File: src/rtl/dsp19x2_fir_seq_pkg.sv
// Shared types and constants for the DSP19X2 FIR sequencer.
//   state_t              : sequencer FSM states
//   FEEDBACK_COEFF_BASE  : FEEDBACK code that selects COEFFx_0
//   B_W / Z_W / MAX_TAPS : sample width, result width, delay-line depth
//   coeff_sel()          : FEEDBACK code for a given tap index
package dsp19x2_fir_seq_pkg;

  localparam int B_W      = 9;
  localparam int Z_W      = 19;
  localparam int MAX_TAPS = 4;

  localparam logic [2:0] FEEDBACK_COEFF_BASE = 3'b100;

  typedef enum logic [1:0] {
    IDLE  = 2'd0,
    MAC   = 2'd1,
    DRAIN = 2'd2,
    HOLD  = 2'd3
  } state_t;

  // FEEDBACK = 3'b1kk picks COEFFx_kk inside the primitive
  function automatic logic [2:0] coeff_sel(input logic [1:0] tap);
    return FEEDBACK_COEFF_BASE | {1'b0, tap};
  endfunction

endpackage

File: src/rtl/dsp19x2_fir_sequencer_if.sv
// Bus bundle between the FIR sequencer, its sample source/result sink and
// the DSP19X2 primitive.
//   slave  : sequencer side (accepts samples, produces results, drives DSP)
//   master : environment side (sample source, result sink, DSP primitive)
interface dsp19x2_fir_sequencer_if;
  import dsp19x2_fir_seq_pkg::*;

  logic             s_valid;
  logic             s_ready;
  logic [B_W-1:0]   s_data1;
  logic [B_W-1:0]   s_data2;
  logic             m_valid;
  logic             m_ready;
  logic [Z_W-1:0]   m_data1;
  logic [Z_W-1:0]   m_data2;
  logic [B_W-1:0]   dsp_b1;
  logic [B_W-1:0]   dsp_b2;
  logic [2:0]       dsp_feedback;
  logic             dsp_load_acc;
  logic             dsp_round;
  logic [4:0]       dsp_shift_right;
  logic [Z_W-1:0]   dsp_z1;
  logic [Z_W-1:0]   dsp_z2;
  logic             busy;

  modport slave (
    input  s_valid, s_data1, s_data2, m_ready, dsp_z1, dsp_z2,
    output s_ready, m_valid, m_data1, m_data2, dsp_b1, dsp_b2,
           dsp_feedback, dsp_load_acc, dsp_round, dsp_shift_right, busy
  );

  modport master (
    output s_valid, s_data1, s_data2, m_ready, dsp_z1, dsp_z2,
    input  s_ready, m_valid, m_data1, m_data2, dsp_b1, dsp_b2,
           dsp_feedback, dsp_load_acc, dsp_round, dsp_shift_right, busy
  );

endinterface

File: src/rtl/dsp19x2_fir_seq_dline.sv
// Two-lane sample delay line, MAX_TAPS deep.
//   clk, rst      : clock, asynchronous active-high reset (clears every tap)
//   shift_en      : push din1/din2 into tap 0, older samples move up one tap
//   din1, din2    : incoming lane samples
//   rd_sel        : tap index for the read port
//   rd1, rd2      : selected tap, combinational
module dsp19x2_fir_seq_dline
  import dsp19x2_fir_seq_pkg::*;
(
  input  logic           clk,
  input  logic           rst,
  input  logic           shift_en,
  input  logic [B_W-1:0] din1,
  input  logic [B_W-1:0] din2,
  input  logic [1:0]     rd_sel,
  output logic [B_W-1:0] rd1,
  output logic [B_W-1:0] rd2
);

  logic [B_W-1:0] lane1_r [MAX_TAPS];
  logic [B_W-1:0] lane2_r [MAX_TAPS];

  // Shift register for both lanes; holds when no sample is accepted
  always_ff @(posedge clk or posedge rst) begin
    if (rst) begin
      for (int i = 0; i < MAX_TAPS; i++) begin
        lane1_r[i] <= {B_W{1'b0}};
        lane2_r[i] <= {B_W{1'b0}};
      end
    end else if (shift_en) begin
      lane1_r[0] <= din1;
      lane2_r[0] <= din2;
      for (int i = 1; i < MAX_TAPS; i++) begin
        lane1_r[i] <= lane1_r[i-1];
        lane2_r[i] <= lane2_r[i-1];
      end
    end else begin
      for (int i = 0; i < MAX_TAPS; i++) begin
        lane1_r[i] <= lane1_r[i];
        lane2_r[i] <= lane2_r[i];
      end
    end
  end

  assign rd1 = lane1_r[rd_sel];
  assign rd2 = lane2_r[rd_sel];

endmodule

File: src/rtl/dsp19x2_fir_sequencer.sv
// Control stage in front of a DSP19X2 dual 10x9 MAC, running it as a
// two-lane NUM_TAPS-tap FIR. Holds the sample delay line, issues one tap per
// cycle on B/FEEDBACK/LOAD_ACC, waits out the DSP pipeline, then presents the
// Z1/Z2 result on a valid/ready output.
//   clk, rst : clock, asynchronous active-high reset
//   bus      : slave modport of dsp19x2_fir_sequencer_if (sample input,
//              result output, DSP drive/return, busy)
// Optional build macro DSP19X2_FIR_SEQUENCER_ROUND_EN: when defined, ROUND=1
// and SHIFT_RIGHT=SHIFT are driven to the DSP; otherwise both are 0.
module dsp19x2_fir_sequencer
  import dsp19x2_fir_seq_pkg::*;
#(
  parameter int NUM_TAPS    = 4,
  parameter int DSP_LATENCY = 1,
  parameter int SHIFT       = 0
) (
  input logic                    clk,
  input logic                    rst,
  dsp19x2_fir_sequencer_if.slave bus
);

`ifdef DSP19X2_FIR_SEQUENCER_ROUND_EN
  localparam bit ROUND_EN = 1'b1;
`else
  localparam bit ROUND_EN = 1'b0;
`endif
  localparam logic [4:0] SHIFT_CFG = ROUND_EN ? 5'(SHIFT) : 5'd0;
  localparam logic [1:0] LAST_TAP  = 2'(NUM_TAPS - 1);
  localparam logic [3:0] LAST_LAT  = 4'(DSP_LATENCY - 1);

  state_t         state_r, state_next_s;
  logic [1:0]     k_r, k_next_s;
  logic [3:0]     lat_r, lat_next_s;
  logic           s_ready_r, s_ready_next_s;
  logic           m_valid_r, m_valid_next_s;
  logic [Z_W-1:0] m_data1_r, m_data1_next_s;
  logic [Z_W-1:0] m_data2_r, m_data2_next_s;
  logic [B_W-1:0] b1_r, b1_next_s;
  logic [B_W-1:0] b2_r, b2_next_s;
  logic [2:0]     fb_r, fb_next_s;
  logic           load_r, load_next_s;
  logic           busy_r, busy_next_s;
  logic           round_r;
  logic [4:0]     shift_r;
  logic           shift_en_s;
  logic [B_W-1:0] tap1_s, tap2_s;

  // DSP drive is registered, so the read port looks one tap ahead of k_r
  dsp19x2_fir_seq_dline u_dline (
    .clk      (clk),
    .rst      (rst),
    .shift_en (shift_en_s),
    .din1     (bus.s_data1),
    .din2     (bus.s_data2),
    .rd_sel   (k_r + 2'd1),
    .rd1      (tap1_s),
    .rd2      (tap2_s)
  );

  // Next-state and next-output decode
  always_comb begin
    state_next_s   = state_r;
    k_next_s       = k_r;
    lat_next_s     = lat_r;
    s_ready_next_s = s_ready_r;
    m_valid_next_s = m_valid_r;
    m_data1_next_s = m_data1_r;
    m_data2_next_s = m_data2_r;
    b1_next_s      = {B_W{1'b0}};
    b2_next_s      = {B_W{1'b0}};
    fb_next_s      = 3'b000;
    load_next_s    = 1'b0;
    shift_en_s     = 1'b0;
    case (state_r)
      IDLE: begin
        if (bus.s_valid && s_ready_r) begin
          // Tap 0 is the sample being accepted right now
          shift_en_s     = 1'b1;
          s_ready_next_s = 1'b0;
          k_next_s       = 2'd0;
          b1_next_s      = bus.s_data1;
          b2_next_s      = bus.s_data2;
          fb_next_s      = coeff_sel(2'd0);
          load_next_s    = 1'b1;
          state_next_s   = MAC;
        end else begin
          s_ready_next_s = 1'b1;
        end
      end
      MAC: begin
        if (k_r == LAST_TAP) begin
          lat_next_s   = 4'd0;
          state_next_s = DRAIN;
        end else begin
          k_next_s  = k_r + 2'd1;
          b1_next_s = tap1_s;
          b2_next_s = tap2_s;
          fb_next_s = coeff_sel(k_r + 2'd1);
        end
      end
      DRAIN: begin
        if (lat_r == LAST_LAT) begin
          m_data1_next_s = bus.dsp_z1;
          m_data2_next_s = bus.dsp_z2;
          m_valid_next_s = 1'b1;
          state_next_s   = HOLD;
        end else begin
          lat_next_s = lat_r + 4'd1;
        end
      end
      HOLD: begin
        if (bus.m_ready) begin
          m_valid_next_s = 1'b0;
          s_ready_next_s = 1'b1;
          state_next_s   = IDLE;
        end else begin
          m_valid_next_s = 1'b1;
        end
      end
      default: begin
        state_next_s   = IDLE;
        s_ready_next_s = 1'b0;
        m_valid_next_s = 1'b0;
      end
    endcase
    busy_next_s = (state_next_s != IDLE);
  end

  // State and registered outputs
  always_ff @(posedge clk or posedge rst) begin
    if (rst) begin
      state_r   <= IDLE;
      k_r       <= 2'd0;
      lat_r     <= 4'd0;
      s_ready_r <= 1'b0;
      m_valid_r <= 1'b0;
      m_data1_r <= {Z_W{1'b0}};
      m_data2_r <= {Z_W{1'b0}};
      b1_r      <= {B_W{1'b0}};
      b2_r      <= {B_W{1'b0}};
      fb_r      <= 3'b000;
      load_r    <= 1'b0;
      busy_r    <= 1'b0;
      round_r   <= 1'b0;
      shift_r   <= 5'd0;
    end else begin
      state_r   <= state_next_s;
      k_r       <= k_next_s;
      lat_r     <= lat_next_s;
      s_ready_r <= s_ready_next_s;
      m_valid_r <= m_valid_next_s;
      m_data1_r <= m_data1_next_s;
      m_data2_r <= m_data2_next_s;
      b1_r      <= b1_next_s;
      b2_r      <= b2_next_s;
      fb_r      <= fb_next_s;
      load_r    <= load_next_s;
      busy_r    <= busy_next_s;
      round_r   <= ROUND_EN;
      shift_r   <= SHIFT_CFG;
    end
  end

  assign bus.s_ready         = s_ready_r;
  assign bus.m_valid         = m_valid_r;
  assign bus.m_data1         = m_data1_r;
  assign bus.m_data2         = m_data2_r;
  assign bus.dsp_b1          = b1_r;
  assign bus.dsp_b2          = b2_r;
  assign bus.dsp_feedback    = fb_r;
  assign bus.dsp_load_acc    = load_r;
  assign bus.dsp_round       = round_r;
  assign bus.dsp_shift_right = shift_r;
  assign bus.busy            = busy_r;

endmodule

File: src/flat_wrapper.sv
// flat-port wrapper written by rule: the top's interface ports become plain ports
module dsp19x2_fir_sequencer_flat import dsp19x2_fir_seq_pkg::*;
#(
  parameter int NUM_TAPS    = 4,
  parameter int DSP_LATENCY = 1,
  parameter int SHIFT       = 0
)
  (clk, rst, bus_s_valid, bus_s_data1, bus_s_data2, bus_m_ready, bus_dsp_z1, bus_dsp_z2, bus_s_ready, bus_m_valid, bus_m_data1, bus_m_data2, bus_dsp_b1, bus_dsp_b2, bus_dsp_feedback, bus_dsp_load_acc, bus_dsp_round, bus_dsp_shift_right, bus_busy);
  dsp19x2_fir_sequencer_if bus_i ();
  input logic clk;
  input logic rst;
  input wire logic [$bits(bus_i.s_valid)-1:0] bus_s_valid;
  input wire logic [$bits(bus_i.s_data1)-1:0] bus_s_data1;
  input wire logic [$bits(bus_i.s_data2)-1:0] bus_s_data2;
  input wire logic [$bits(bus_i.m_ready)-1:0] bus_m_ready;
  input wire logic [$bits(bus_i.dsp_z1)-1:0] bus_dsp_z1;
  input wire logic [$bits(bus_i.dsp_z2)-1:0] bus_dsp_z2;
  output wire logic [$bits(bus_i.s_ready)-1:0] bus_s_ready;
  output wire logic [$bits(bus_i.m_valid)-1:0] bus_m_valid;
  output wire logic [$bits(bus_i.m_data1)-1:0] bus_m_data1;
  output wire logic [$bits(bus_i.m_data2)-1:0] bus_m_data2;
  output wire logic [$bits(bus_i.dsp_b1)-1:0] bus_dsp_b1;
  output wire logic [$bits(bus_i.dsp_b2)-1:0] bus_dsp_b2;
  output wire logic [$bits(bus_i.dsp_feedback)-1:0] bus_dsp_feedback;
  output wire logic [$bits(bus_i.dsp_load_acc)-1:0] bus_dsp_load_acc;
  output wire logic [$bits(bus_i.dsp_round)-1:0] bus_dsp_round;
  output wire logic [$bits(bus_i.dsp_shift_right)-1:0] bus_dsp_shift_right;
  output wire logic [$bits(bus_i.busy)-1:0] bus_busy;
  assign bus_i.s_valid = bus_s_valid;
  assign bus_i.s_data1 = bus_s_data1;
  assign bus_i.s_data2 = bus_s_data2;
  assign bus_i.m_ready = bus_m_ready;
  assign bus_i.dsp_z1 = bus_dsp_z1;
  assign bus_i.dsp_z2 = bus_dsp_z2;
  assign bus_s_ready = bus_i.s_ready;
  assign bus_m_valid = bus_i.m_valid;
  assign bus_m_data1 = bus_i.m_data1;
  assign bus_m_data2 = bus_i.m_data2;
  assign bus_dsp_b1 = bus_i.dsp_b1;
  assign bus_dsp_b2 = bus_i.dsp_b2;
  assign bus_dsp_feedback = bus_i.dsp_feedback;
  assign bus_dsp_load_acc = bus_i.dsp_load_acc;
  assign bus_dsp_round = bus_i.dsp_round;
  assign bus_dsp_shift_right = bus_i.dsp_shift_right;
  assign bus_busy = bus_i.busy;
  dsp19x2_fir_sequencer #(.NUM_TAPS(NUM_TAPS), .DSP_LATENCY(DSP_LATENCY), .SHIFT(SHIFT)) u_core (.clk(clk), .rst(rst), .bus(bus_i));
endmodule
File: config.mk
export PLATFORM = sky130hd
export DESIGN_NAME = dsp19x2_fir_sequencer_flat
export DESIGN_NICKNAME = d
export VERILOG_FILES = /design/src/rtl/dsp19x2_fir_seq_pkg.sv /design/src/rtl/dsp19x2_fir_sequencer_if.sv /design/src/rtl/dsp19x2_fir_seq_dline.sv /design/src/rtl/dsp19x2_fir_sequencer.sv /design/src/flat_wrapper.sv
export SDC_FILE = /design/constraint.sdc
export NUM_CORES = 1
export LEC_CHECK = 0
export ABC_AREA = 1
export BUFFER_PORTS_ARGS = -buffer_cell sky130_fd_sc_hd__buf_2
export CAP_MARGIN = 20
export CORE_MARGIN = 2
export CORE_UTILIZATION = 40
export DETAILED_ROUTE_END_ITERATION = 8
export GPL_TIMING_DRIVEN = 0
export SETUP_SLACK_MARGIN = 0.4
export SYNTH_ARGS = -nofsm -noshare
export SYNTH_HDL_FRONTEND = slang
export SYNTH_HIERARCHICAL = 1
export SYNTH_SLANG_ARGS = --single-unit
File: constraint.sdc
create_clock -name clk -period 5.15 [get_ports clk]
set_clock_uncertainty 0.05 [all_clocks]
set_input_delay 1.03 -clock clk [delete_from_list [all_inputs] [get_ports clk]]
set_output_delay 1.03 -clock clk [all_outputs]
set_load 0.005 [all_outputs]
==> summary.md <==
| Metric | Value |
|---|---|
| Status | complete, no violations |
| DRC | 0 |
| Die Ht | 130 um |
| CTS tree | done |
| Cell mode on critical path | buf_6 |
| TritonCTS buffer count | 17 |
| WP buf/inv | 5 |
| # diodes | 0 |
| Post_cts resized | 0 |
| Hold WC Path Type | reg2reg |
| Crit path max fanout | 11 |
| Routed vias/inst | 4.56 |
| Least-Margin Pin Slew | 0.518 ns |
| Fraction of layout cells with a size suffix above 1 | 0.223 |
| Mapped Area | 0.00636 mm2 |
| Synth Instances | 769 |
| Count of pins over their slew limit | 0 |
| Clock slew at reported path FFs | 0.06 ns |
| Crit path cell chain | buf_2 > nand3_2 > inv_2 > buf_6 > buf_6 > clkbuf_1 > o21ai_0 |
| Clock power share | 0.253 |
| Crit path max-delay family | buffers and inverters |
| Fin Setup TNS | 0 ns |
| PwrDens | 618 mW/mm2 |
| Reg area | 0.00358 mm2 |
| Starting Density | 0.405 |
| Pin count of the biggest net entering global routing | 53 |
| Maximum VDD drop | 0.296 mV |
| DIE AREA | 0.0169 mm2 |
| Critical-path top delay cell | clkbuf_1 |
| Vias in the first global route | 4829 |
| Final Setup Violations | 0 |
| Routed WL per cell | 13.7 um |
| Tot GR Track Use | 0.194 |
| Synth Register Bits | 143 |
| Clk_lat worst skew | 0.42 ns |
| Finished Cell Area | 0.00792 mm2 |
| Slew HR | 0.654 |
| Fill cells | 1511 |
| Routed Antenna Nets | 0 |
| Distinct cells, synth | 24 |
| Req. time, crit path | 5.37 ns |
| # rows | 46 |
| Sw Ratio | 0.371 |
| Synth-to-Final Area Change | 24.4% |
| Number of hold violations in the final report | 0 |
| Synth Warn # | 6 |
| H-tree levels | 4 |
| Period minus WS final | 2.25 ns |
| Footprint of the multi-input gates | 0.00198 mm2 |
| Arr. time, crit path | 2.47 ns |
| Core Region | 0.0157 mm2 |
| Fmax achieved | 445 MHz |
| Clock buffer depth | 2 |
| DR vias | 5217 |
| Cell Area, Placed | 0.00732 mm2 |
| Area leader, netlist | dfrtp_1 |
| Port Buf Inserts | 122 |
| Slowest cell delay on critical path | 0.41 ns |
| Clk sinks | 143 |
| DR iter-0 viols | 254 |
| Detailed Routing Iterations Pass 1 | 5 |
| Post-synthesis sequential area ratio | 0.562 |
| Top cells by area, synth | dfrtp_1 (56%), nand2_1 (17%), inv_1 (7.3%) |
| Final worst-path cycle share | 0.436 |
| MaxCap Viol Count | 0 |
| Sequential Power Share | 0.370 |
| Fin nets | 980 |
| Type of origin of the critical path | input port |
| Post-Route WL | 15700 um |
| Clock root buffer | clkbuf_16 |
| Setup bufs post-CTS | 0 |
| Width of the die | 130 um |
| CTS Hold Bufs | 0 |
| Grt ovf | 0 |
| RSZ-0062 raised after global routing | no |
| Initial antenna violation count | 0 |
| Final GP Congestion | 0.794 |
| Syn_area_per_cell | 8.28 um2 |
| Post-synth top area share | 0.562 |
| Psw | 1.82 mW |
| Comb power frac | 0.378 |
| Crit end category | register |
| Detailed Place HPWL | 10900 um |
| Internal | 3.08 mW |
| LEAKAGE | 4.37 nW |
| Setup CP Type | in2reg |
| IO Pins | 129 |
| First-pass GRT wire length | 24700 um |
## power groups by stage
stage          clock, mW  sequential, mW  combinational [mW]
2_1_floorplan          0            1.83                1.19
3_3_place_gp           0            1.82                1.84
3_5_place_dp           0            1.83                1.87
4_1_cts             1.27            1.81                1.87
5_1_grt             1.32            1.86                2.12
6_report            1.24            1.81                1.85
## per-layer routing
layer,part of all wire,wire length [um],vias up,track usage
li1,-,-,2629,-
met1,0.46,7280,2397,0.260
met2,0.45,7070,170,0.305
met3,0.069,1080,21,0.0459
met4,0.016,253,0,0.0759
met5,0,0,-,0
## registers in the layout, indices dropped and copies added (netlist names), 2 cells and up
name / flops
u_core/bus.m_data1: 19
u_core/bus.dsp_feedback: 3
u_core/u_dline/lane1_r: 36
u_core/k_r: 2
u_core/bus.m_data2: 19
u_core/lat_r: 4
u_core/state_r: 2
u_core/bus.dsp_b1: 9
u_core/bus.dsp_b2: 9
u_core/u_dline/lane2_r: 36
## final timing paths
check	start	end	slack, ns	cells after the start
hold reg to reg	u_core/u_dline/lane2_r[33]	u_core/u_dline/lane2_r[24]	0.43	2
setup reg to reg	u_core/state_r[1]	u_core/u_dline/lane1_r[30]	2.92	7
setup / recovery	bus_s_valid	u_core/u_dline/lane1_r[30]	2.90	7
max in group asynchronous	rst	u_core/u_dline/lane2_r[24]	3.92	3
min in group asynchronous	rst	u_core/bus.dsp_b1[0]	0.55	2
hold / removal	u_core/u_dline/lane2_r[33]	u_core/u_dline/lane2_r[24]	0.43	2
## stage by stage
stage	worst slack, ns	hold slack (ns)	util	total power, mW	std cells
after floorplan	2.25	0.403	-	3.01	774
after global placement	1.15	0.410	0.462	3.66	1112
after detailed placement	2.42	0.418	0.466	3.69	1114
after CTS	2.86	0.432	0.504	4.95	1144
after global routing	2.73	0.444	0.504	5.30	1144
final	2.90	0.428	0.504	4.90	1144
## synthesized netlist by cell type
library cell	count
nor2_2	1
nand2_2	1
conb_1	1
inv_2	3
clkbuf_2	4
ha_1	3
inv_4	2
clkbuf_1	2
nand2_1	280
a21oi_1	2
nand3_2	2
clkinv_2	1
buf_4	11
buf_6	15
nand3_1	41
nor2_4	1
dfrtp_1	143
buf_2	10
o21ai_1	59
o21ai_0	54
nor2_1	5
nand4_1	3
inv_1	124
o21bai_1	1
## cell families after synthesis
kind of cell	Yosys count	share of synthesized area
flops	143	0.562
other cells	1	0.000589
fa+ha+maj	3	0.00590
compound gates	116	0.0916
simple gates	334	0.210
buf+inv	172	0.129
## cells in the final DEF, fill, tap and decap left out, drive strengths merged
| cell | count |
|---|---|
| a21oi | 2 |
| buf | 160 |
| bufinv | 3 |
| clkbuf | 25 |
| clkinv | 6 |
| clkinvlp | 3 |
| conb | 6 |
| dfrtp | 143 |
| ha | 3 |
| inv | 129 |
| nand2 | 281 |
| nand3 | 43 |
| nand4 | 3 |
| nor2 | 7 |
| o21ai | 113 |
| o21bai | 1 |
## final cells by class
| type | instances | share of cell area |
|---|---|---|
| well taps | 216 | 0.0341 |
| flip-flops and latches | 143 | 0.452 |
| multi-input cells | 459 | 0.250 |
| clock inverters | 11 | 0.0179 |
| repair buffers | 124 | 0.0841 |
| plain buffers | 42 | 0.0416 |
| inverters | 130 | 0.0631 |
| clock buffers | 19 | 0.0572 |
## worst min-delay path, delay by kind of cell, from the launching register on
family	cells	cell delay, ns
flops	1	0.34
compound gates	1	0.06
simple gates	1	0.05
No activity file was read; power rests on OpenSTA's default activity.
